## config.mk

```make
export PLATFORM = sky130hd
export DESIGN_NAME = harvard_mem_arbiter
export DESIGN_NICKNAME = d
export VERILOG_FILES = /design/src/rtl/harvard_mem_arbiter.sv
export SDC_FILE = /design/constraint.sdc
export NUM_CORES = 1
export LEC_CHECK = 0
export ABC_AREA = 1
export CORE_AREA = 3 3 146 148
export CTS_BUF_LIST = sky130_fd_sc_hd__clkbuf_16
export DETAILED_ROUTE_END_ITERATION = 16
export DIE_AREA = 0 0 149 151
export PLACE_DENSITY = 0.87
export SKIP_CTS_REPAIR_TIMING = 1
export SLEW_MARGIN = 10
export SYNTH_ARGS = -nofsm -noshare
export SYNTH_HDL_FRONTEND = slang
export SYNTH_SLANG_ARGS = --single-unit
export TNS_END_PERCENT = 20
```

## constraint.sdc

```tcl
create_clock -name clk -period 1.85 [get_ports clk]
set_input_delay 0.37 -clock clk [delete_from_list [all_inputs] [get_ports clk]]
set_output_delay 0.37 -clock clk [all_outputs]
set_load 0.01 [all_outputs]
```

## src/rtl/harvard_mem_arbiter.sv

```systemverilog
// harvard_mem_arbiter: time-multiplexes one single-ported memory between a Harvard CPU's
// instruction and data ports, stepping the CPU with a one-cycle clock-enable pulse.
module harvard_mem_arbiter #(
  parameter int WAIT_LIMIT = 16,
  parameter int CNT_W = 32
) (
  input  logic             clk,
  input  logic             reset,
  input  logic             enable,
  input  logic             cpu_active,
  output logic             cpu_clk_enable,
  input  logic [31:0]      cpu_instr_address,
  output logic [31:0]      cpu_instr_readdata,
  input  logic [31:0]      cpu_data_address,
  input  logic             cpu_data_read,
  input  logic             cpu_data_write,
  input  logic [31:0]      cpu_data_writedata,
  output logic [31:0]      cpu_data_readdata,
  output logic [31:0]      mem_address,
  output logic             mem_read,
  output logic             mem_write,
  output logic [31:0]      mem_writedata,
  input  logic [31:0]      mem_readdata,
  input  logic             mem_waitrequest,
  output logic             bus_error,
  output logic [CNT_W-1:0] step_count,
  output logic [CNT_W-1:0] stall_count
);
  localparam int WW = $clog2(WAIT_LIMIT + 1);
  typedef enum logic [2:0] {IDLE, FETCH, DECODE, DATA_RD, DATA_WR, STEP, HALT} state_t;
  state_t state_q;
  logic [WW-1:0] wait_q;
  logic timeout;
  assign timeout = wait_q == WW'(WAIT_LIMIT - 1);
  always_ff @(posedge clk) begin
    if (reset) begin
      state_q            <= IDLE;
      wait_q             <= '0;
      cpu_clk_enable     <= 1'b0;
      cpu_instr_readdata <= '0;
      cpu_data_readdata  <= '0;
      mem_address        <= '0;
      mem_read           <= 1'b0;
      mem_write          <= 1'b0;
      mem_writedata      <= '0;
      bus_error          <= 1'b0;
      step_count         <= '0;
      stall_count        <= '0;
    end else begin
      cpu_clk_enable <= 1'b0;
      if (state_q != IDLE && state_q != HALT && !cpu_clk_enable)
        stall_count <= stall_count + CNT_W'(1);
      case (state_q)
        IDLE: begin
          if (!cpu_active) state_q <= HALT;
          else if (enable) begin
            state_q     <= FETCH;
            mem_read    <= 1'b1;
            mem_address <= cpu_instr_address;
            wait_q      <= '0;
          end
        end
        FETCH, DATA_RD, DATA_WR: begin
          if (!mem_waitrequest) begin
            mem_read  <= 1'b0;
            mem_write <= 1'b0;
            if (state_q == FETCH) begin
              cpu_instr_readdata <= mem_readdata;
              state_q            <= DECODE;
            end else begin
              if (state_q == DATA_RD) cpu_data_readdata <= mem_readdata;
              state_q        <= STEP;
              cpu_clk_enable <= 1'b1;
            end
          end else if (timeout) begin
            wait_q    <= wait_q + WW'(1);
            bus_error <= 1'b1;
            mem_read  <= 1'b0;
            mem_write <= 1'b0;
            state_q   <= HALT;
          end else wait_q <= wait_q + WW'(1);
        end
        DECODE: begin
          wait_q <= '0;
          // a simultaneous read request is dropped in favour of the write
          if (cpu_data_write) begin
            state_q       <= DATA_WR;
            mem_write     <= 1'b1;
            mem_address   <= cpu_data_address;
            mem_writedata <= cpu_data_writedata;
          end else if (cpu_data_read) begin
            state_q     <= DATA_RD;
            mem_read    <= 1'b1;
            mem_address <= cpu_data_address;
          end else begin
            state_q        <= STEP;
            cpu_clk_enable <= 1'b1;
          end
        end
        STEP: begin
          step_count <= step_count + CNT_W'(1);
          if (!cpu_active) state_q <= HALT;
          else if (enable) begin
            state_q     <= FETCH;
            mem_read    <= 1'b1;
            mem_address <= cpu_instr_address;
            wait_q      <= '0;
          end else state_q <= IDLE;
        end
        default: state_q <= HALT;
      endcase
    end
  end
endmodule
```

== Word-level counts from Yosys, hierarchy flattened ==
Cells that the tools add are included.
Storage, ports and cells
  register bits after elaboration: 204
  bits in latches: 0
  memory bits (writable): 0
  bits in read-only memories: 0
  bits of input ports: 135
  output and inout bits: 196
  word-level logic and storage cells: 85
  memories: 0
Operators by class
  add/sub/neg operators: 3
  $mul: 0
  div/mod/pow operators: 0
  order comparisons: 0
  equality and inequality tests: 16
  shift operators: 0
  muxes and demuxes: 33
  bitwise gates (word level): 2
  reduce and logical (&&, ||, !) cells: 19
Operators with widths (number)
  two-way mux 32 bit: 4
  adder 32 x 1 -> 32 bit, second input constant: 2
  case mux 32 bit (2 select lines): 1
  two-way mux 3 bit: 8
  two-way mux 5 bit: 3
  case mux 5 bit (3 select lines): 1
  two-way mux 1 bit: 12
  inequality test 3 bit, second input constant: 4
  case mux 3 bit (4 select lines): 1
  AND reduction 4 bit: 3
  AND reduction 3 bit: 3
  inequality test 2 bit, second input constant: 4
  == test 3 x 2 -> 1 bit, second input constant: 2
  == test 3 bit, second input constant: 2
  AND reduction 6 bit: 1
  nonzero test 3 bit: 2
  adder 5 x 1 -> 5 bit, second input constant: 1
  == test 5 x 4 -> 1 bit, second input constant: 1
  inequality test 2 x 1 -> 1 bit, second input constant: 2
  case mux 1 bit (2 select lines): 2
  AND reduction 2 bit: 2
  nonzero test 2 bit: 2
  == test 3 x 1 -> 1 bit, second input constant: 1
  logical NOT 3 bit: 1
  other kinds (6): 8

== Depth between registers and ports, before layout ==
  depth after elaboration: 4
  gate-level depth with buffers: 11

== Worst setup path after synthesis ==
OpenSTA, ideal clock, no wires.
  path type: register to register
  from: reg step_count[0]
  to: reg step_count[24]
  library setup time: 128 ps
  data arrival time: 1409 ps
  path slack: 314 ps
  stages on the path, launching flop included: 11
  path buffers: 0
  clock period less this slack: 1536 ps
  cell sequence: dfxtp_1 ha_1 inv_1 nor2_1 nand2_1 nor2_2 nand2_1 nor2_1 nand2_1 nand2_1 nor2_1
Between the ends
  longest elaborated chain between the ends: 1
Ends and longest elaborated chain
  start: declaration: line 26  | output logic [CNT_W-1:0] step_count,
  start signal: assignment: line 101  | step_count <= step_count + CNT_W'(1);
  adder 32 x 1 -> 32 bit: line 101
No other way between the ends.
A chain may end at the register's enable or synchronous reset.

== Worst setup path in the final report ==
  from: reg stall_count[18]
  to: out stall_count[18]
RTL lines
  start: declaration: line 27  | output logic [CNT_W-1:0] stall_count
  start signal: assignment: line 52  | stall_count <= stall_count + CNT_W'(1);
No word-level cell between the ends.

==> out/results.ini <==
[sta]
period_minus_slack_ps = 1820
fin_skew_ps = 8.27
max_freq_mhz = 550
timing.final.hold_violations = 0
rsz0062_at_grt = yes
period_share_pct = 98.4
setup_tns_ps = 0
tightest_slew_ps = 581
slew_headroom_pct = 61.2
finalSetupViolations = 0
fin_ws_ps = 30.4
maxSlewViolCount = 0

[detailed_routing]
via_count = 10000
wl_per_cell_um = 15.6
detail_route.wirelength_mm = 30.2
drt_iter0_markers = 670
first_pass_iters = 7
drc = 0
ant_nets = 0
viasPerCell = 5.18

[clocking]
clock-sinks = 204
path_clk_slew_ps = 60
root_buffer = clkbuf_16
numCtsBuffers = 23
clock_path_buffers = 3
clk_latency_ps = 510
cts-htree-levels = 1
cts_tree = built

[power]
seqPwrFrac_pct = 35.4
p_int_mw = 9.79
clkPwrFrac_pct = 27.5
p_leak_nw = 6.09
p_per_area_nw_per_um2 = 1110
p_sw_share_pct = 35.3
p_switching_mw = 5.34
total_power_mw = 15.1
pwr-share-comb_pct = 37.1
vdd_drop_max_mv = 0.808

[global_route]
gr-usage-met2_pct = 44.2
grt_pass1_wl_mm = 46.0
use_met1_pct = 29.1
met3_usage_pct = 5.80
grt_max_degree = 65
busiest_layer = met2
globalRouteTotalUtil_pct = 24.6
grt-ovfl-total = 0
antenna_found_initial = 3
first_global_vias = 9205

[setup_path]
crit_arrival_ps = 1450
endpoint_kind = primary output
critical_path_class = flip-flop to primary output
cp.depth = 1
cpMaxStageDelayCell = clkdlybuf4s50_1
path_max_fanout = 6
cp-start-kind = flip-flop
rr_worst_depth = 8
cp_cell_sequence = clkdlybuf4s50_1
cpPeakStageDelay_ps = 560
path_delay_family = buffers and inverters
cp.buffers_inverters = 1
r2r-end = mem_address[1]
startpoint = stall_count[18]
critPathRequiredTime_ps = 1480
r2r_slack_ps = 120
r2r-start = state_q[0]

[placed_design]
place.gp.congestion = 0.953
numPortBuffers = 330
place_hpwl_mm = 21.4
place_inst = 1888
dp_slack_ps = 5.04

[die]
fp.dieW_um = 149
initial_core_util_pct = 44.7
rows = 52
core_um2 = 20200
die-area_um2 = 22500
io_pins = 331
die_h_um = 151

[synth]
synth-seq-cells = 204
yosysWarnings = 0
synth_fp_nets = 1457
yosysSeqAreaShare_pct = 45.3
yosysTopAreaCell = dfxtp_1
synthTopCellsByArea = dfxtp_1, nor2_1, nand2_1
syn_area_per_cell_um2 = 6.84
synthesis.area_um2 = 9020
netlist_instances = 1318
synth_top_cell_area_share_pct = 45.3
yosysUniqueCellTypes = 30

[hold_path]
hold_end = step_count[16]
hold_class = input pin to flip-flop
hold_depth = 3
holdCritStartpoint = reset

[finish]
fin_nets = 1785
fillers = 1650
drive_gt1_share_pct = 7.89
final_util_pct = 67.6
final_cells = 1931
syn_to_final_growth_pct = 51.1

[outcome]
outcome = completed

[run]
drv_cap = 0

## cell usage in the layout (no fill, tap or decap), types with 3 or more instances in the layout
master,count
clkdlybuf4s50_1,278
nor3_1,19
a21oi_1,97
nor2_2,10
ha_1,4
o21ai_0,84
inv_1,111
buf_4,29
xnor2_1,6
clkinv_1,6
nand2_1,255
clkbuf_16,24
clkinv_2,8
buf_12,6
nand3_1,116
nand4_1,29
dlymetal6s2s_1,51
nor2_1,254
xor2_1,4
nor3b_1,6
o21ai_1,29
dfxtp_2,35
inv_2,5
o21a_1,4
dfxtp_1,168
nor2_4,4
a31oi_1,3
## synth_stat cells
cell type and n:
nor2_1 256, nand2_1 255, dfxtp_1 204, nand3_1 117, inv_1 109, a21oi_1 97
o21ai_0 85, clkbuf_1 39, nand4_1 29, o21ai_1 28, nor3_1 19, buf_2 18
nor2_2 9, inv_2 6, nor3b_1 6, xnor2_1 6, buf_4 4, ha_1 4
o21a_1 4, xor2_1 4, a31oi_1 3, buf_1 3, nor2_4 3, nand2_2 2
nand3_2 2, nand3b_1 2, a211oi_1 1, clkinv_1 1, o211ai_1 1, o21bai_1 1
## routing by layer
layer  wire (µm)  vias to the layer above  share of wire, %
met2       14900                      445                49
li1            -                     4919                 -
met1       11700                     4561                39
met4        1020                        4               3.4
met5          27                        -             0.089
met3        2540                       83               8.4
## logic make-up (layout without fill, tap and decap cells)
group / count (synthesis) / after routing / share of synthesized area (%)
AOI/OAI and AO/OA: 220 / 220 / 12.4
xor gates and xnor gates: 10 / 10 / 0.971
adders and majority gates: 4 / 4 / 0.555
buffers and inverters: 180 / 522 / 7.91
DFF: 204 / 204 / 45.3
other: 0 / 1 / 0
and+or+nand+nor: 700 / 700 / 32.8
## flip-flops by register name, indices dropped and copies added (netlist names), 3 cells and up
name	cells
cpu_data_readdata	32
cpu_instr_readdata	32
mem_address	32
mem_writedata	32
stall_count	32
step_count	32
wait_q	5
state_q	3
## layout make-up
class / instances / area [µm²] / share of cell area [%]
multi-input cells: 934 / 4250 / 31.1
flip-flops and latches: 204 / 4130 / 30.3
repair buffers: 367 / 3800 / 27.9
clock buffers: 23 / 576 / 4.22
inverters: 116 / 438 / 3.21
well taps: 270 / 338 / 2.48
clock inverters: 16 / 98.8 / 0.725
diodes: 1 / 2.50 / 0.0184
## worst max path at each step
stage | end | slack [ps]
2_1_floorplan | step_count[24] | 310
3_3_place_gp | mem_address[0] | 60
3_5_place_dp | cpu_instr_readdata[30] | 5
4_1_cts | step_count[15] | -140
5_1_grt | mem_address[1] | -20
6_report | stall_count[18] | 30
## stage by stage
step	cell area, µm²	hold slack (ps)
floorplan	9020	441
global placement	12700	429
detailed placement	12700	435
CTS	13400	350
global route	13600	364
finish	13600	367
## power groups by stage
stage                     sequential [mW]  combinational, mW  clock [mW]
after CTS                            5.35               5.43        4.24
after detailed placement             5.43               5.42           0
after floorplan                      5.66               2.85           0
final                                5.36               5.61        4.16
after global routing                 5.42               6.14        4.43
after global placement               5.41               5.28           0
(Power assumes the default switching activity.)
